$ cat src/rtl/preg_release_queue.sv
// preg_release_queue
//   Commit-side release queue feeding the physical-register free list. Each
//   cycle up to COMMIT_W retiring instructions may push their stale physical
//   register; the queue drains one register per cycle into the free list's
//   single free port, and holds off while the free list restores a checkpoint.
//
// Optional feature (macro PREG_RELEASE_BYPASS_EN):
//   When defined, an empty queue with recover_i low forwards the lowest
//   eligible commit slot straight to free_req_o/free_preg_o in the same cycle
//   and does not enqueue it. This is a combinational commit-to-free path.
//   When undefined, the minimum commit-to-free latency is one cycle.
//
// Ports:
//   clk, rst             clock, synchronous active-high reset
//   commit_valid_i       per-slot retire valid (slot 0 oldest)
//   commit_has_rd_i      per-slot "wrote a destination"
//   commit_old_preg_i    per-slot stale physical register
//   commit_ready_o       room for a full COMMIT_W-wide retire (registered count)
//   recover_i            free list restoring a checkpoint; freezes popping
//   free_req_o           release strobe to the free list
//   free_preg_o          register being released (0 when empty)
//   count_o              current occupancy
//   overflow_err_o       sticky: an eligible push was dropped
module preg_release_queue #(
   parameter int unsigned N_PHYS_REGS = 64,
   parameter int unsigned PREG_W      = $clog2(N_PHYS_REGS),
   parameter int unsigned COMMIT_W    = 2,
   parameter int unsigned Q_DEPTH     = 8
) (
   input  logic                             clk,
   input  logic                             rst,
   input  logic [COMMIT_W-1:0]              commit_valid_i,
   input  logic [COMMIT_W-1:0]              commit_has_rd_i,
   input  logic [COMMIT_W-1:0][PREG_W-1:0]  commit_old_preg_i,
   output logic                             commit_ready_o,
   input  logic                             recover_i,
   output logic                             free_req_o,
   output logic [PREG_W-1:0]                free_preg_o,
   output logic [$clog2(Q_DEPTH):0]         count_o,
   output logic                             overflow_err_o
);

   localparam int unsigned PTR_W = $clog2(Q_DEPTH);
   localparam int unsigned CNT_W = PTR_W + 1;

   logic [PREG_W-1:0]   mem [Q_DEPTH];
   logic [PTR_W-1:0]    head;
   logic [PTR_W-1:0]    tail;
   logic [CNT_W-1:0]    count;
   logic                overflow;

   logic [COMMIT_W-1:0] eligible;
   logic [COMMIT_W-1:0] push_mask;
   logic [COMMIT_W-1:0] wr_en;
   logic [PTR_W-1:0]    wr_idx [COMMIT_W];
   logic [CNT_W-1:0]    space;
   logic [CNT_W-1:0]    n_push;
   logic                empty;
   logic                pop;
   logic                drop;
   logic                bypass;
   logic [PREG_W-1:0]   bypass_preg;

   assign empty = (count == '0);
   // Space comes from registered occupancy only, so a same-cycle pop never
   // makes room for a push.
   assign space = CNT_W'(Q_DEPTH) - count;

   always_comb begin
      eligible = '0;
      for (int unsigned k = 0; k < COMMIT_W; k++) begin
         eligible[k] = commit_valid_i[k] && commit_has_rd_i[k] &&
                       (commit_old_preg_i[k] != '0);
      end
   end

`ifdef PREG_RELEASE_BYPASS_EN
   always_comb begin
      bypass      = 1'b0;
      bypass_preg = '0;
      push_mask   = eligible;
      if (empty && !recover_i) begin
         for (int unsigned k = 0; k < COMMIT_W; k++) begin
            if (!bypass && eligible[k]) begin
               bypass       = 1'b1;
               bypass_preg  = commit_old_preg_i[k];
               push_mask[k] = 1'b0;
            end
         end
      end
   end
`else
   assign bypass      = 1'b0;
   assign bypass_preg = '0;
   assign push_mask   = eligible;
`endif

   // Compact eligible slots into consecutive tail positions, oldest first;
   // slots beyond the free space are dropped and flagged.
   always_comb begin
      n_push = '0;
      drop   = 1'b0;
      wr_en  = '0;
      for (int unsigned k = 0; k < COMMIT_W; k++) begin
         wr_idx[k] = '0;
      end
      for (int unsigned k = 0; k < COMMIT_W; k++) begin
         if (push_mask[k]) begin
            if (n_push < space) begin
               wr_en[k]  = 1'b1;
               wr_idx[k] = tail + n_push[PTR_W-1:0];
               n_push    = n_push + CNT_W'(1);
            end else begin
               drop = 1'b1;
            end
         end
      end
   end

   assign pop = !empty && !recover_i;

   assign free_req_o     = pop || bypass;
   assign free_preg_o    = bypass ? bypass_preg : (empty ? '0 : mem[head]);
   assign commit_ready_o = (space >= CNT_W'(COMMIT_W));
   assign count_o        = count;
   assign overflow_err_o = overflow;

   always_ff @(posedge clk) begin
      if (rst) begin
         head     <= '0;
         tail     <= '0;
         count    <= '0;
         overflow <= 1'b0;
      end else begin
         head  <= head + PTR_W'(pop);
         tail  <= tail + n_push[PTR_W-1:0];
         count <= count + n_push - CNT_W'(pop);
         if (drop) begin
            overflow <= 1'b1;
         end
      end
   end

   always_ff @(posedge clk) begin
      for (int unsigned k = 0; k < COMMIT_W; k++) begin
         if (wr_en[k]) begin
            mem[wr_idx[k]] <= commit_old_preg_i[k];
         end
      end
   end

endmodule

$ cat config.mk
export PLATFORM = sky130hd
export DESIGN_NAME = preg_release_queue
export DESIGN_NICKNAME = d
export VERILOG_FILES = /design/src/rtl/preg_release_queue.sv
export SDC_FILE = /design/constraint.sdc
export NUM_CORES = 1
export LEC_CHECK = 0
export BUFFER_PORTS_ARGS = -buffer_cell sky130_fd_sc_hd__buf_2
export CELL_PAD_IN_SITES_DETAIL_PLACEMENT = 2
export CELL_PAD_IN_SITES_GLOBAL_PLACEMENT = 2
export CORE_ASPECT_RATIO = 0.5
export CORE_MARGIN = 2
export CORE_UTILIZATION = 42
export DETAILED_ROUTE_END_ITERATION = 16
export HOLD_SLACK_MARGIN = 0.06
export PLACE_DENSITY_LB_ADDON = 0.1
export SYNTH_ARGS = -nofsm -noshare
export SYNTH_HDL_FRONTEND = slang
export SYNTH_SLANG_ARGS = --single-unit
$ cat constraint.sdc
create_clock -name clk -period 4.8 [get_ports clk]
set_input_delay 0.96 -clock clk [delete_from_list [all_inputs] [get_ports clk]]
set_output_delay 0.96 -clock clk [all_outputs]
set_load 0.01 [all_outputs]
==> summary.md, run 1 <==
| Metric | Value |
|---|---|
| Synthesized area | 3360 um^2 |
| Final Util | 51.9% |
| Initial antenna violation count | 0 |
| Maximum Capacitance Violations | 0 |
| Crit-path most repeated cell | ha_1 |
| Seq pwr share | 35.3% |
| Largest net degree at the start of global routing | 14 |
| Sw power | 0.704 mW |
| GR peak layer | met2 |
| First-pass GRT wire length | 14,800 um |
| Hold_ws | 0.536 ns |
| PortBufs | 31 |
| Top cells by count, synth | edfxtp_1, mux2_1, nor2_1 |
| Status | complete, no violations |
| Grt ovf | 0 |
| Skew final | 0.00393 ns |
| Clock-pin transition on the worst setup and hold timing paths | 0.05 ns |
| Met3 Usage GRT | 7.45% |
| Setup WS post-layout | 0.509 ns |
| Hold Path Class | flop to flop |
| Final setup viols | 0 |
| Tmin final | 4.29 ns |
| Post-Place Setup Slack | 0.251 ns |
| Final WL | 9740 um |
| Total number of vias | 2,204 |
| CTS buffer count | 9 |
| Measured slew at the worst slew-check pin | 1.27 ns |
| Post-synthesis sequential area ratio | 49.5% |
| GRT Overall Usage | 24.8% |
| Final TNS setup | 0 ns |
| Internal power | 1.33 mW |
| Layout area overhead | 16.6% |
| Post-CTS setup buffers | 0 |
| Syn_nets | 273 |
| Crit path kind | input pin to flop |
| Async set-reset flop share out of synthesis | 0% |
| Syn avg cell area | 14.2 um^2 |
| DR WL/cell | 25.3 um |
| Row cnt | 22 |
| Setup crit end kind | flop |
| TritonRoute pass-1 iters | 4 |
| Top FF cell, synth | edfxtp_1 |
| Vias in the first global route | 2,439 |
| Die width | 130 um |
| Net Sw Frac | 34.6% |
| Top-area cell type share of the netlist area | 42.9% |
| Hold_buf cts | 0 |
| ANT cells | 0 |
| Clock network power share | 30.4% |
| Crit share post-route | 89.4% |
| # resized after CTS | 0 |
| GR Util met1 | 31.4% |
| TritonCTS clock tree | done |
| Critical path required time | 4.73 ns |
| Share of layout cells above drive strength 1 | 24.5% |
| Post-synth EDFFs | 48 |
| Power, Total | 2.04 mW |
| Critical-path cell with the highest stage delay | o21ai_0 |
| Final hold violation count | 0 |
| Max IR drop VDD | 249 uV |
| Leak | 1.42 nW |
| Nets | 308 |
| Die height | 67.2 um |
| Critical Path, Cell by Cell | buf_2 > or4_4 > o311ai_4 > o21ba_2 > ha_1 > ha_1 > xnor2_1 > and3_1 > nand3_1 > o21ai_0 |
| Max incr delay on CP | 0.67 ns |
| Max Fclk | 233 MHz |
| Comb pwr share | 34.2% |
| Worst-path fanout max | 9 |
| Final estimated routing congestion in global placement | 0.823 |
| Antenna Nets Post-Route | 0 |
| Core area | 7540 um^2 |
| CTS max path bufs | 2 |
| CP Data Arrival Time | 4.23 ns |
| Startpoint Class | input pin |
| Iter 0 DRT Violations | 102 |
| Detailed Place HPWL | 7060 um |
| H-tree levels | 3 |
| IO Pins | 32 |
| Initial Utilization | 44.5% |
| Met2 Use GR | 42.2% |
| Clk Latency, worst-skew pair | 0.32 ns |
| Vias per cell | 5.72 |
| Syn. warnings | 0 |
| Post-synthesis cell type count | 40 |
| Slew Limit Headroom | 14.1% |
| Number of synthesized register bits | 59 |
| Unrepaired setup endpoints after global routing | no |
| Post-Syn Instances | 237 |
| Clock root buffer | clkbuf_16 |
| PwrDens | 520 nW/um^2 |
| Clock sinks | 59 |
| Largest cells by area after synthesis | edfxtp_1, mux2_1, mux4_2 |
| DRC errors left | 0 |
| Die area | 8770 um^2 |
| Cell taking the most area after synthesis | edfxtp_1 |
| Pins Over Slew Limit | 0 |
[flip-flops by register name, indices dropped and copies added, names as in the netlist]
register	flops
head	3
count_o	4
tail	3
overflow_err_o	1
mem	48
[worst max-delay path, delay by kind of cell]
family	cells	cell delay [ns]
AO/OA/AOI/OAI	3	1.30
AND/OR/NAND/NOR	3	1.15
adder cells (fa/ha/maj)	2	0.41
XOR/XNOR	1	0.23
buffers and inverters	1	0.16
[cells by family (layout without fill, tap and decap cells)]
logic type	after synthesis	after routing	share of synthesized area [%]
AOI/OAI and AO/OA	17	17	4.69
xor gates and xnor gates	6	6	1.56
adders and majority gates	17	17	6.78
buffers and inverters	23	63	2.65
DFF	59	59	49.5
muxes	67	67	26.2
and+or+nand+nor	48	48	8.61
[final timing paths]
path | from | end | slack (ns) | cells after the start
max reg2reg | count_o[0] | mem[3][2] | 0.97 | 11
min | overflow_err_o | overflow_err_o | 0.54 | 2
max | commit_old_preg_i[0] | mem[3][2] | 0.51 | 10
min reg2reg | overflow_err_o | overflow_err_o | 0.54 | 2
[routing by layer]
metal	vias up	share of wire, %	wire [um]
li1	987	-	-
met1	1158	46	4480
met2	47	48	4710
met3	12	4.7	462
met4	0	0.91	89
met5	-	0	0
[cell type report]
| class | instances | area, um^2 |
|---|---|---|
| Fill cell | 729 | 3630 |
| Sequential cell | 59 | 1660 |
| Multi-Input combinational cell | 155 | 1610 |
| Clock buffer | 9 | 225 |
| Timing Repair Buffer | 34 | 178 |
| Tap cell | 108 | 135 |
| Clock inverter | 7 | 58.8 |
| Inverter | 13 | 48.8 |
[power groups by stage]
stage | combinational, mW | clock, mW | sequential, mW
3_5_place_dp | 0.696 | 0 | 0.733
2_1_floorplan | 0.493 | 0 | 0.682
6_report | 0.698 | 0.620 | 0.719
3_3_place_gp | 0.657 | 0 | 0.726
4_1_cts | 0.706 | 0.631 | 0.722
5_1_grt | 0.774 | 0.653 | 0.731
[cell usage in the layout (no fill, tap or decap), types with 2 or more instances in the layout]
cell,n
dfxtp_1,11
xor2_1,2
ha_1,15
fa_1,2
nor2_2,2
a31o_1,2
buf_2,31
mux4_2,12
nor2b_1,5
nand2b_1,2
nand2_1,6
mux2i_1,7
clkinv_2,2
o21ai_0,3
xnor2_1,4
buf_4,3
clkinv_1,3
or3_1,2
nor2_1,16
nand3_1,4
nor4b_4,2
and3_1,2
edfxtp_1,48
clkbuf_16,9
o21bai_1,4
mux2_1,48
inv_1,12
and4b_1,2
[stage by stage]
step / instance area [um^2] / instances
finish: 3920 / 385
global route: 3920 / 385
CTS: 3920 / 385
detailed placement: 3630 / 369
global placement: 3630 / 369
floorplan: 3360 / 237
Note: power is estimated with default switching activity, not from simulation.
==> run 2: changes to the inputs <==
--- a/config.mk
+++ b/config.mk
@@ -10,7 +10,8 @@
 export CELL_PAD_IN_SITES_GLOBAL_PLACEMENT = 2
 export CORE_ASPECT_RATIO = 0.5
 export CORE_MARGIN = 2
-export CORE_UTILIZATION = 42
+export CORE_UTILIZATION = 44
+export CTS_BUF_LIST = sky130_fd_sc_hd__clkbuf_8
 export DETAILED_ROUTE_END_ITERATION = 16
 export HOLD_SLACK_MARGIN = 0.06
 export PLACE_DENSITY_LB_ADDON = 0.1
==> run 2 against run 1 <==
Combinational power is 1% lower. Design area fell by 2.6%. Count of clock-buffer cells in the layout unchanged. Cell count is 3.6% lower. Clock skew up 0.0027 ns. Global-route usage grew 2.0 points. Critical path depth unchanged. Register-to-register slack got worse by 0.08 ns. Die area down 4.3%.
==> summary.md, run 2 (synthesized netlist as in run 1, its figures left out) <==
| Metric | Value |
|---|---|
| Status | complete, no violations |
| TritonRoute pass-1 iters | 4 |
| Antenna Nets Post-Route | 0 |
| ANT cells | 0 |
| Fin cells | 371 |
| Pins Over Slew Limit | 0 |
| Commonest cells after routing, fill and taps aside | mux2_1, edfxtp_1, buf_2 |
| DRC errors left | 0 |
| Detailed Place HPWL | 7150 um |
| Flip-flop count of the largest register after layout | 48 |
| Total number of vias | 2,197 |
| Tmin final | 4.30 ns |
| Hold_buf cts | 0 |
| Largest net degree at the start of global routing | 14 |
| # resized after CTS | 0 |
| Vias per cell | 5.92 |
| Initial Utilization | 45.7% |
| Post-CTS setup buffers | 0 |
| Skew final | 0.00666 ns |
| DR WL/cell | 27.1 um |
| Hold_ws | 0.504 ns |
| PortBufs | 31 |
| First-pass GRT wire length | 15,600 um |
| Max Fclk | 232 MHz |
| Measured slew at the worst slew-check pin | 1.18 ns |
| Final hold violation count | 0 |
| Final WL | 10,100 um |
| Die height | 65.8 um |
| Core area | 7350 um^2 |
| Multi-input logic area | 1610 um^2 |
| Hold Path Class | flop to flop |
| Die area | 8390 um^2 |
| Clock root buffer | clkbuf_8 |
| Clk Latency, worst-skew pair | 0.35 ns |
| Fillers | 706 |
| Worst-path fanout max | 9 |
| Maximum Capacitance Violations | 0 |
| Grt ovf | 0 |
| Die width | 128 um |
| Post-Place Setup Slack | 0.193 ns |
| Critical path required time | 4.76 ns |
| Crit path kind | input pin to flop |
| Sequential cell area | 1660 um^2 |
| Initial antenna violation count | 0 |
| Share of layout cells above drive strength 1 | 24.4% |
| Leak | 1.39 nW |
| Slew Limit Headroom | 20.3% |
| Layout area overhead | 13.5% |
| Iter 0 DRT Violations | 168 |
| CP Data Arrival Time | 4.27 ns |
| Unrepaired setup endpoints after global routing | no |
| Final estimated routing congestion in global placement | 0.827 |
| Setup crit end kind | flop |
| Vias in the first global route | 2,405 |
| H-tree levels | 3 |
| Clock sinks | 59 |
| GRT Overall Usage | 26.8% |
| Setup WS post-layout | 0.497 ns |
| Clock-pin transition on the worst setup and hold timing paths | 0.06 ns |
| CTS buffer count | 9 |
| Final setup viols | 0 |
| Crit share post-route | 89.6% |
| Startpoint Class | input pin |
| CTS max path bufs | 2 |
| TritonCTS clock tree | done |
| Max IR drop VDD | 279 uV |
| Nets | 308 |
| Row cnt | 22 |
| IO Pins | 32 |
| Cell total after placement | 357 |
| PwrDens | 497 nW/um^2 |
| Final TNS setup | 0 ns |
| Final Util | 51.9% |
## run 2: changes by cell type in the layout (fill, tap and decap cells not counted), sizes merged
cell | before | now
clkinv | 5 | 1
inv | 13 | 15
bufinv | 1 | 2
clkinvlp | 1 | 0
## run 2: metrics by stage
| step | total power, mW | instance area (um^2) |
|---|---|---|
| floorplan | 1.18 | 3360 |
| global placement | 1.37 | 3620 |
| detailed placement | 1.43 | 3620 |
| CTS | 1.92 | 3810 |
| global route | 2.02 | 3810 |
| finish | 1.90 | 3810 |
## run 2: final cells by class
| type | count | area share (%) |
|---|---|---|
| Sequential cell | 59 | 43.6 |
| Multi-Input combinational cell | 155 | 42.2 |
| Timing Repair Buffer | 34 | 4.66 |
| Tap cell | 96 | 3.15 |
| Clock buffer | 9 | 3.25 |
| Inverter | 13 | 1.28 |
| Clock inverter | 5 | 1.90 |
## run 2: per-layer routing
| metal | track usage, % | part of all wire (%) | up-vias |
|---|---|---|---|
| met4 | 8.79 | 2.0 | 0 |
| li1 | - | - | 969 |
| met3 | 6.07 | 4.2 | 15 |
| met2 | 43.3 | 47 | 64 |
| met5 | 0 | 0 | - |
| met1 | 36.3 | 46 | 1149 |
## run 2: power by group
group          switching, mW  internal [mW]  total [mW]
Clock                  0.199          0.282       0.481
Sequential            0.0886          0.635       0.724
Combinational          0.388          0.303       0.691
Total                  0.676           1.22        1.90
## run 2: path summary, 6_finish.rpt
kind                   startpoint              to  slack [ns]  depth (start not counted)
max          commit_old_preg_i[1]       mem[3][5]        0.50                         10
max reg2reg            count_o[0]       mem[3][5]        0.89                         11
min reg2reg        overflow_err_o  overflow_err_o        0.50                          2
min                overflow_err_o  overflow_err_o        0.50                          2
## run 2: worst max-delay path: stages
cell and delay, ns:
buf_2 0.17, or4_4 0.55, o311ai_4 0.36, o21ba_2 0.28
ha_1 0.20, ha_1 0.22, xnor2_1 0.31, and3_1 0.24
nand3_1 0.35, o21ai_0 0.61
==> run 3: changes to the inputs <==
--- a/config.mk
+++ b/config.mk
@@ -10,7 +10,7 @@
 export CELL_PAD_IN_SITES_GLOBAL_PLACEMENT = 2
 export CORE_ASPECT_RATIO = 0.5
 export CORE_MARGIN = 2
-export CORE_UTILIZATION = 44
+export CORE_UTILIZATION = 30
 export CTS_BUF_LIST = sky130_fd_sc_hd__clkbuf_8
 export DETAILED_ROUTE_END_ITERATION = 16
 export HOLD_SLACK_MARGIN = 0.06
==> run 3 against run 2 <==
Critical path depth is the same. Global-route usage fell by 8.9 points. Routed wire length is 0.11% lower. Worst setup slack better by 0.080 ns. Die area increased by 44%. Critical endpoint is now mem[7][0]. Highest routed layer unchanged.
==> summary.md, run 3 (synthesized netlist as in run 1, its figures left out) <==
| Metric | Value |
|---|---|
| Status | complete, no violations |
| H-tree levels | 3 |
| Vias per cell | 5.06 |
| DR WL/cell | 23.7 um |
| Slew Limit Headroom | 18.6% |
| Final TNS setup | 0 ns |
| Nets | 310 |
| Max Fclk | 237 MHz |
| ANT cells | 0 |
| Clock-pin transition on the worst setup and hold timing paths | 0.07 ns |
| Share of layout cells above drive strength 1 | 25.5% |
| CP Data Arrival Time | 4.19 ns |
| Leak | 1.37 nW |
| Setup crit end kind | flop |
| GRT Overall Usage | 17.9% |
| Crit path kind | input pin to flop |
| IO Pins | 32 |
| # resized after CTS | 0 |
| Worst-path fanout max | 9 |
| Total number of vias | 2,139 |
| Maximum Capacitance Violations | 0 |
| First-pass GRT wire length | 15,300 um |
| CTS buffer count | 9 |
| Vias in the first global route | 2,403 |
| Grt ovf | 0 |
| Die height | 78.8 um |
| Unrepaired setup endpoints after global routing | no |
| Skew final | 0.00759 ns |
| Core area | 10,900 um^2 |
| Flip-flop count of the largest register after layout | 48 |
| Clk Latency, worst-skew pair | 0.36 ns |
| Pins Over Slew Limit | 0 |
| Power, Total | 1.81 mW |
| Detailed Place HPWL | 7290 um |
| Initial antenna violation count | 0 |
| Largest net degree at the start of global routing | 14 |
| Hold Startpoint | overflow_err_o |
| Worst r2r src | count_o[0] |
| Antenna Nets Post-Route | 0 |
| Hold Path Class | flop to flop |
| Final hold violation count | 0 |
| PwrDens | 471 nW/um^2 |
| Final WL | 10,000 um |
| Startpoint Class | input pin |
| Measured slew at the worst slew-check pin | 1.21 ns |
| DRC errors left | 0 |
| Fillers | 1,145 |
| TritonCTS clock tree | done |
| Iter 0 DRT Violations | 91 |
| Clock sinks | 59 |
| CP startpoint | commit_old_preg_i[0] |
| Final setup viols | 0 |
| Die width | 154 um |
| Row cnt | 27 |
| Clock root buffer | clkbuf_8 |
| Commonest cells after routing, fill and taps aside | mux2_1, edfxtp_1, buf_2 |
| Final estimated routing congestion in global placement | 0.762 |
| Max IR drop VDD | 253 uV |
| Crit share post-route | 88.0% |
| Layout area overhead | 14.6% |
| PortBufs | 31 |
| Tmin final | 4.22 ns |
| Hold_buf cts | 0 |
| Post-CTS setup buffers | 0 |
| Die area | 12,100 um^2 |
| Initial Utilization | 30.7% |
| Final Util | 35.2% |
| CTS max path bufs | 2 |
| Critical path required time | 4.77 ns |
| TritonRoute pass-1 iters | 4 |
==> run 3: changes by cell type in the layout (fill, tap and decap cells not counted) <==
cell and delta:
clkinvlp_4 +2, clkinv_1 +1, clkinv_2 +2, buf_4 +2, inv_1 -2, bufinv_16 -2
==> run 3: layer usage <==
layer	part of all wire [%]	vias to the layer above	track usage, %	wire (um)
li1	-	972	-	-
met1	50	1131	24.0	4990
met2	47	26	29.5	4710
met3	2.4	10	4.53	242
met4	0.91	0	3.58	91
met5	0	-	0	0
==> run 3: final timing paths <==
kind / slack (ns) / cells past startpoint / to
setup / recovery: 0.58 / 10 / mem[7][0]
hold / removal: 0.53 / 2 / overflow_err_o
setup reg to reg: 0.94 / 10 / mem[7][0]
hold reg to reg: 0.53 / 2 / overflow_err_o
==> run 3: report_power, final <==
| group | leakage (nW) | switching [mW] | internal, mW |
|---|---|---|---|
| sequential | 0.525 | 0.0859 | 0.634 |
| clock | 0.0783 | 0.213 | 0.179 |
| combinational | 0.764 | 0.394 | 0.308 |
| total | 1.37 | 0.692 | 1.12 |
==> run 3: final cells by class <==
class	instances	area (um^2)	area share [%]
clock buffer	9	124	3.22
timing repair buffer	36	193	5.00
inverter	13	48.8	1.27
sequential	59	1660	43.2
multi-input combinational	155	1610	41.8
tap	145	181	4.71
clock inverter	6	33.8	0.877
==> run 3: metrics by stage <==
| step | cell area [um^2] | std cells | setup WS (ns) | hold WS [ns] |
|---|---|---|---|---|
| global route | 3850 | 423 | 0.451 | 0.599 |
| detailed placement | 3690 | 408 | 0.155 | 0.515 |
| floorplan | 3360 | 237 | 1.07 | 0.511 |
| finish | 3850 | 423 | 0.577 | 0.531 |
| global placement | 3690 | 408 | 0.266 | 0.507 |
| CTS | 3850 | 423 | 0.562 | 0.538 |
==> run 3: worst max-delay path, stage by stage <==
cell	delay, ns
buf_2	0.15
or4_4	0.55
o311ai_4	0.36
o21ba_2	0.27
ha_1	0.19
ha_1	0.21
xor2_1	0.23
and3_1	0.19
nand3_1	0.40
o21ai_0	0.66
